**config.mk**
```make
export PLATFORM = sky130hd
export DESIGN_NAME = instr_fetch_stage
export DESIGN_NICKNAME = d
export VERILOG_FILES = /design/src/rtl/fetch_pkg.sv /design/src/rtl/instr_fetch_stage_fifo.sv /design/src/rtl/instr_fetch_stage.sv
export SDC_FILE = /design/constraint.sdc
export NUM_CORES = 1
export LEC_CHECK = 0
export ABC_AREA = 1
export BUFFER_PORTS_ARGS = -buffer_cell sky130_fd_sc_hd__buf_4
export CAP_MARGIN = 20
export CELL_PAD_IN_SITES_DETAIL_PLACEMENT = 1
export CELL_PAD_IN_SITES_GLOBAL_PLACEMENT = 1
export CORE_UTILIZATION = 30
export CTS_CLUSTER_SIZE = 16
export DETAILED_ROUTE_END_ITERATION = 6
export PLACE_DENSITY = 0.72
export SLEW_MARGIN = 25
export SYNTH_ARGS = -nofsm -noshare
export SYNTH_HDL_FRONTEND = slang
export SYNTH_SLANG_ARGS = --single-unit
export TNS_END_PERCENT = 10
```
**constraint.sdc**
```tcl
create_clock -name clk -period 2 [get_ports clk]
set_input_delay 0.1 -clock clk [delete_from_list [all_inputs] [get_ports clk]]
set_output_delay 0.1 -clock clk [all_outputs]
set_load 0.05 [all_outputs]
```
**src/rtl/fetch_pkg.sv**
```systemverilog
// Shared types for the instruction fetch stage.
// Holds the fetch FSM encoding and the IF/ID bundle.
package fetch_pkg;

  localparam int FETCH_PC_W    = 9;
  localparam int FETCH_INSTR_W = 32;
  localparam int PC_INC        = 4;

  typedef enum logic [1:0] {
    IDLE,
    REQ,
    WAIT
  } fetch_state_t;

  typedef struct packed {
    logic [FETCH_PC_W-1:0]    pc;
    logic [FETCH_INSTR_W-1:0] instr;
  } if_id_t;

endpackage

```
**src/rtl/instr_fetch_stage_fifo.sv**
```systemverilog
// Two-entry IF/ID buffer with flush, push/pop and occupancy count.
// Flush wins over a push in the same cycle.
module fetch_skid_fifo
  import fetch_pkg::*;
(
  input  logic       clk,
  input  logic       rst_n,
  input  logic       flush_i,
  input  logic       push_i,
  input  logic       pop_i,
  input  if_id_t     wdata_i,
  output if_id_t     head_o,
  output logic [1:0] count_o,
  output logic       empty_o
);

  if_id_t     mem_q [2];
  if_id_t     mem_d [2];
  logic       wr_q, wr_d;
  logic       rd_q, rd_d;
  logic [1:0] cnt_q, cnt_d;

  always_comb begin
    mem_d = mem_q;
    wr_d  = wr_q;
    rd_d  = rd_q;
    cnt_d = cnt_q;
    if (flush_i) begin
      wr_d  = 1'b0;
      rd_d  = 1'b0;
      cnt_d = 2'd0;
    end else begin
      if (push_i) begin
        mem_d[wr_q] = wdata_i;
        wr_d        = ~wr_q;
      end
      if (pop_i) begin
        rd_d = ~rd_q;
      end
      cnt_d = cnt_q + 2'(push_i) - 2'(pop_i);
    end
  end

  always_ff @(posedge clk or negedge rst_n) begin
    if (!rst_n) begin
      mem_q[0] <= '0;
      mem_q[1] <= '0;
      wr_q     <= 1'b0;
      rd_q     <= 1'b0;
      cnt_q    <= 2'd0;
    end else begin
      mem_q <= mem_d;
      wr_q  <= wr_d;
      rd_q  <= rd_d;
      cnt_q <= cnt_d;
    end
  end

  assign head_o  = mem_q[rd_q];
  assign count_o = cnt_q;
  assign empty_o = (cnt_q == 2'd0);

endmodule

```
**src/rtl/instr_fetch_stage.sv**
```systemverilog
// Fetch stage: PC register, single-outstanding imem requests, IF/ID buffer.
// Optional MISALIGN_CHECK_EN adds misalign_o flagging unaligned redirects.
module instr_fetch_stage
  import fetch_pkg::*;
#(
  parameter int              PC_W     = FETCH_PC_W,
  parameter int              INSTR_W  = FETCH_INSTR_W,
  parameter logic [PC_W-1:0] RESET_PC = '0
) (
  input  logic               clk,
  input  logic               rst_n,
  input  logic [PC_W-1:0]    next_pc_i,
  input  logic               redirect_i,
  output logic [PC_W-1:0]    pc_plus4_o,
  output logic               imem_req_o,
  output logic [PC_W-1:0]    imem_addr_o,
  input  logic               imem_gnt_i,
  input  logic               imem_rvalid_i,
  input  logic [INSTR_W-1:0] imem_rdata_i,
`ifdef MISALIGN_CHECK_EN
  output logic               misalign_o,
`endif
  output logic               id_valid_o,
  output logic [PC_W-1:0]    id_pc_o,
  output logic [INSTR_W-1:0] id_instr_o,
  input  logic               id_ready_i
);

  fetch_state_t    state_q, state_d;
  logic [PC_W-1:0] pc_q, pc_d;
  logic [PC_W-1:0] addr_q, addr_d;
  logic [PC_W-1:0] fly_q, fly_d;
  logic            kill_q, kill_d;
  logic            stale_q, stale_d;

  logic            gnt_ok, rsp, push, pop, empty;
  logic [1:0]      cnt, cnt_nxt;
  logic [PC_W-1:0] target;
  if_id_t          wdata, head;

  assign target     = next_pc_i & ~(PC_W'(3));
  assign pc_plus4_o = pc_q + PC_W'(PC_INC);
  assign gnt_ok     = (state_q == REQ) && imem_gnt_i;
  assign rsp        = (state_q == WAIT) && imem_rvalid_i;
  assign push       = rsp && !kill_q && !redirect_i;
  assign pop        = !empty && id_ready_i;
  assign cnt_nxt    = redirect_i ? 2'd0
                    : cnt + 2'(push) - 2'(pop);

  always_ff @(posedge clk or negedge rst_n) begin
    if (!rst_n) state_q <= IDLE;
    else        state_q <= state_d;
  end

  always_comb begin
    state_d = state_q;
    unique case (state_q)
      IDLE: if (cnt < 2'd2 && !kill_q) state_d = REQ;
      REQ:  if (imem_gnt_i) state_d = WAIT;
      WAIT: if (imem_rvalid_i)
              state_d = (cnt_nxt < 2'd2) ? REQ : IDLE;
      default: state_d = IDLE;
    endcase
  end

  // A redirect during an ungranted request leaves it on the bus
  // at its old address; it is marked stale and killed later.
  always_comb begin
    imem_req_o  = (state_q == REQ);
    imem_addr_o = stale_q ? addr_q : pc_q;
  end

  always_comb begin
    pc_d    = pc_q;
    addr_d  = addr_q;
    stale_d = stale_q;
    fly_d   = fly_q;
    kill_d  = kill_q;
    if (redirect_i)
      pc_d = target;
    else if (gnt_ok && !stale_q)
      pc_d = pc_q + PC_W'(PC_INC);
    if (gnt_ok) begin
      stale_d = 1'b0;
      fly_d   = imem_addr_o;
    end else if (state_q == REQ && redirect_i && !stale_q) begin
      stale_d = 1'b1;
      addr_d  = pc_q;
    end
    if (rsp)
      kill_d = 1'b0;
    if (redirect_i && (state_q == REQ || (state_q == WAIT && !imem_rvalid_i)))
      kill_d = 1'b1;
  end

  always_ff @(posedge clk or negedge rst_n) begin
    if (!rst_n) begin
      pc_q    <= RESET_PC;
      addr_q  <= RESET_PC;
      fly_q   <= RESET_PC;
      stale_q <= 1'b0;
      kill_q  <= 1'b0;
    end else begin
      pc_q    <= pc_d;
      addr_q  <= addr_d;
      fly_q   <= fly_d;
      stale_q <= stale_d;
      kill_q  <= kill_d;
    end
  end

`ifdef MISALIGN_CHECK_EN
  logic misalign_q, misalign_d;

  assign misalign_d = redirect_i && (next_pc_i[1:0] != 2'b00);

  always_ff @(posedge clk or negedge rst_n) begin
    if (!rst_n) misalign_q <= 1'b0;
    else        misalign_q <= misalign_d;
  end

  assign misalign_o = misalign_q;
`endif

  assign wdata.pc    = fly_q;
  assign wdata.instr = imem_rdata_i;

  fetch_skid_fifo u_fifo (
    .clk     (clk),
    .rst_n   (rst_n),
    .flush_i (redirect_i),
    .push_i  (push),
    .pop_i   (pop),
    .wdata_i (wdata),
    .head_o  (head),
    .count_o (cnt),
    .empty_o (empty)
  );

  assign id_valid_o = !empty;
  assign id_pc_o    = head.pc;
  assign id_instr_o = head.instr;

endmodule
```
==> impl_results.md <==
* Status: complete, no violations
* HP Class: input port to register
* Slew headroom at 65.8%
* Final period util at 86.1%
* Number of I/O pins at 108
* Avg WL per Cell at 13.5 um
* DR iter-0 viols at 204
* Die width at 129 um
* First-pass GRT wire length at 20900 um
* Warnings from Yosys at 0
* Period minus WS final at 1720 ps
* PD cells at 1470 nW/um^2
* Fraction of registers with async set/reset at 100%
* CTS-repair resized insts at 0
* Overall power at 9.13 mW
* CORE AREA at 15900 sq um
* Final setup margin at 278 ps
* Clock power share at 19.8%
* Post-synthesis sequential area ratio at 55.0%
* Post-CTS Repair Setup Buffers at 0
* Clk Latency, worst-skew pair at 350 ps
* TNS Setup at 0 ps
* DP Wirelength at 8800 um
* Dpl ws at 420 ps
* Most frequent cells in the layout: 257 x nand2_1, 107 x dfrtp_1, 107 x buf_4
* Mapped Avg Cell Area at 8.02 sq um
* Cell area after synthesis at 4870 sq um
* Number of global-route vias before repair at 4529
* Fin nets at 755
* Drt first pass iters at 4
* CTS Buffer Depth at 2
* Leak at 3.27 nW
* CTS clk-pin slew, worst paths at 70 ps
* Main flop type after synthesis: dfrtp_1
* Post-route core utilization at 39.0%
* Layout cell share with drive strength beyond 1 at 18.9%
* Area after DPL at 5820 sq um
* Final hold vios at 0
* Reg power frac at 33.6%
* Hold slack at 19.3 ps
* Fin cells at 926
* DRC at 0
* Final setup violation count at 0
* Synth cell types at 26
* Flops & latches, synth at 107
* Die Ht at 129 um
* Die ar. at 16700 sq um
* RePlAce Congestion at 0.775
* Via density at 4.54
* Initial antenna violation count at 0
* H-tree levels at 3
* Switching share of power at 46.0%
* Post-Synthesis Cells at 607
* Worst-path maximum fanout at 4
* Final Slew Violations at 0
* WS Path Type: register to output pin
* Total CTS buffers at 9
* GRT Util Overall at 16.0%
* Detailed Route WL at 12500 um
* Largest net degree at the start of global routing at 73
* # clock sinks at 107
* Finished Cell Area at 6190 sq um
* Max-Cap Viols at 0
* Switching power at 4.20 mW
* Skew final at 7.61 ps
* CTS tree: built
* Slew @ Worst Pin at 512 ps
* Timing-limited maximum frequency at 0.581 GHz
* EDFF count, synth at 0
* CTS root buf: clkbuf_16
* Dpl cells at 903
* GRT overflow at 0
* Worst Path Required at 1900 ps
* Post-DRT Antenna Nets at 0
* Initial Util at 30.6%
* # rows at 46
* CP arrival at 1620 ps
* Via count at 4206
* Logic pwr share at 46.7%
* Setup crit end kind: output pin
* Most common cell after layout, fill and taps aside: nand2_1
* # port buffers at 99
* Pint at 4.93 mW
* RSZ-0062 raised after global routing: false
* Area delta synth->final at 27.2%
* Crit path launch type: register
* Antenna Cells at 0
* Worst ir drop on vdd at 0.000689 V
what timing repair did:
item	in CTS	in global routing
hold buffers	7	0
endpoints found under the setup margin	0	0
endpoints found under the hold margin	38	0
metal layers:
metal  vias up  GRT usage, %  part of all wire, %
li1       2061             -                    -
met1      2044          19.3                   44
met2        89          28.2                   50
met3        12          3.01                  4.7
met4         0          5.74                  1.3
met5         -             0                    0
power groups by stage:
stage	logic (mW)	clock network (mW)	registers, mW
2_1_floorplan	3.03	0	2.98
3_3_place_gp	4.20	0	3.06
3_5_place_dp	4.31	0	3.10
4_1_cts	4.33	1.88	3.07
5_1_grt	4.62	1.95	3.15
6_report	4.26	1.80	3.07
synthesized netlist by cell type (all sizes together) (2+ instances only):
| master | instances | area share [%] |
|---|---|---|
| inv | 62 | 4.8 |
| nand3 | 14 | 1.8 |
| nand2 | 258 | 20 |
| nor2 | 11 | 1.2 |
| o21ai | 106 | 11 |
| ha | 3 | 0.77 |
| buf | 17 | 2.7 |
| dfrtp | 107 | 55 |
| a21oi | 2 | 0.21 |
| xor2 | 3 | 0.54 |
| clkbuf | 18 | 1.4 |
cells by family (layout without fill, tap and decap cells):
group,after synthesis,count (layout),synth area share [%]
buffers and inverters,97,195,8.87
AND/OR/NAND/NOR,286,286,23.3
flip-flops,107,107,55.0
AO/OA/AOI/OAI,110,110,11.4
other,1,6,0.0770
adder cells (fa/ha/maj),3,3,0.771
XOR/XNOR,3,3,0.540
final cells by class:
type	instances	area [sq um]
clock buffer	10	239
clock inverter	6	62.6
multi-input combinational	408	1780
inverter	62	233
sequential	107	2680
fill	1972	9690
tap	216	270
timing repair buffer	117	933
worst max-delay path, stage by stage, from the launching register on:
cell,delay (ps)
dfrtp_1,420
ha_1,240
nand3_1,160
xor2_1,230
buf_4,240
worst paths after layout:
path	end	cells past startpoint	from	slack (ps)
min	u_fifo.mem_q[30]$_DFFE_PN0P_	3	imem_rdata_i[30]	20
max	pc_plus4_o[6]	4	pc_q[2]$_DFFE_PN0N_	280
min in group asynchronous	u_fifo.mem_q[68]$_DFFE_PN0P_	2	rst_n	240
max in group asynchronous	u_fifo.mem_q[1]$_DFFE_PN0P_	3	rst_n	1070
min reg2reg	u_fifo.mem_q[50]$_DFFE_PN0P_	2	u_fifo.mem_q[50]$_DFFE_PN0P_	490
max reg2reg	state_q[0]$_DFFE_PN0P_	8	u_fifo.count_o[1]$_DFF_PN0_	410
state kept, by name, indices dropped and copies added (netlist names):
register        count
stale_q             1
addr_q              7
pc_q                7
fly_q               7
state_q             2
u_fifo.mem_q       78
kill_q              1
u_fifo.rd_q         1
u_fifo.wr_q         1
u_fifo.count_o      2
No activity file was read; power rests on OpenSTA's default activity.
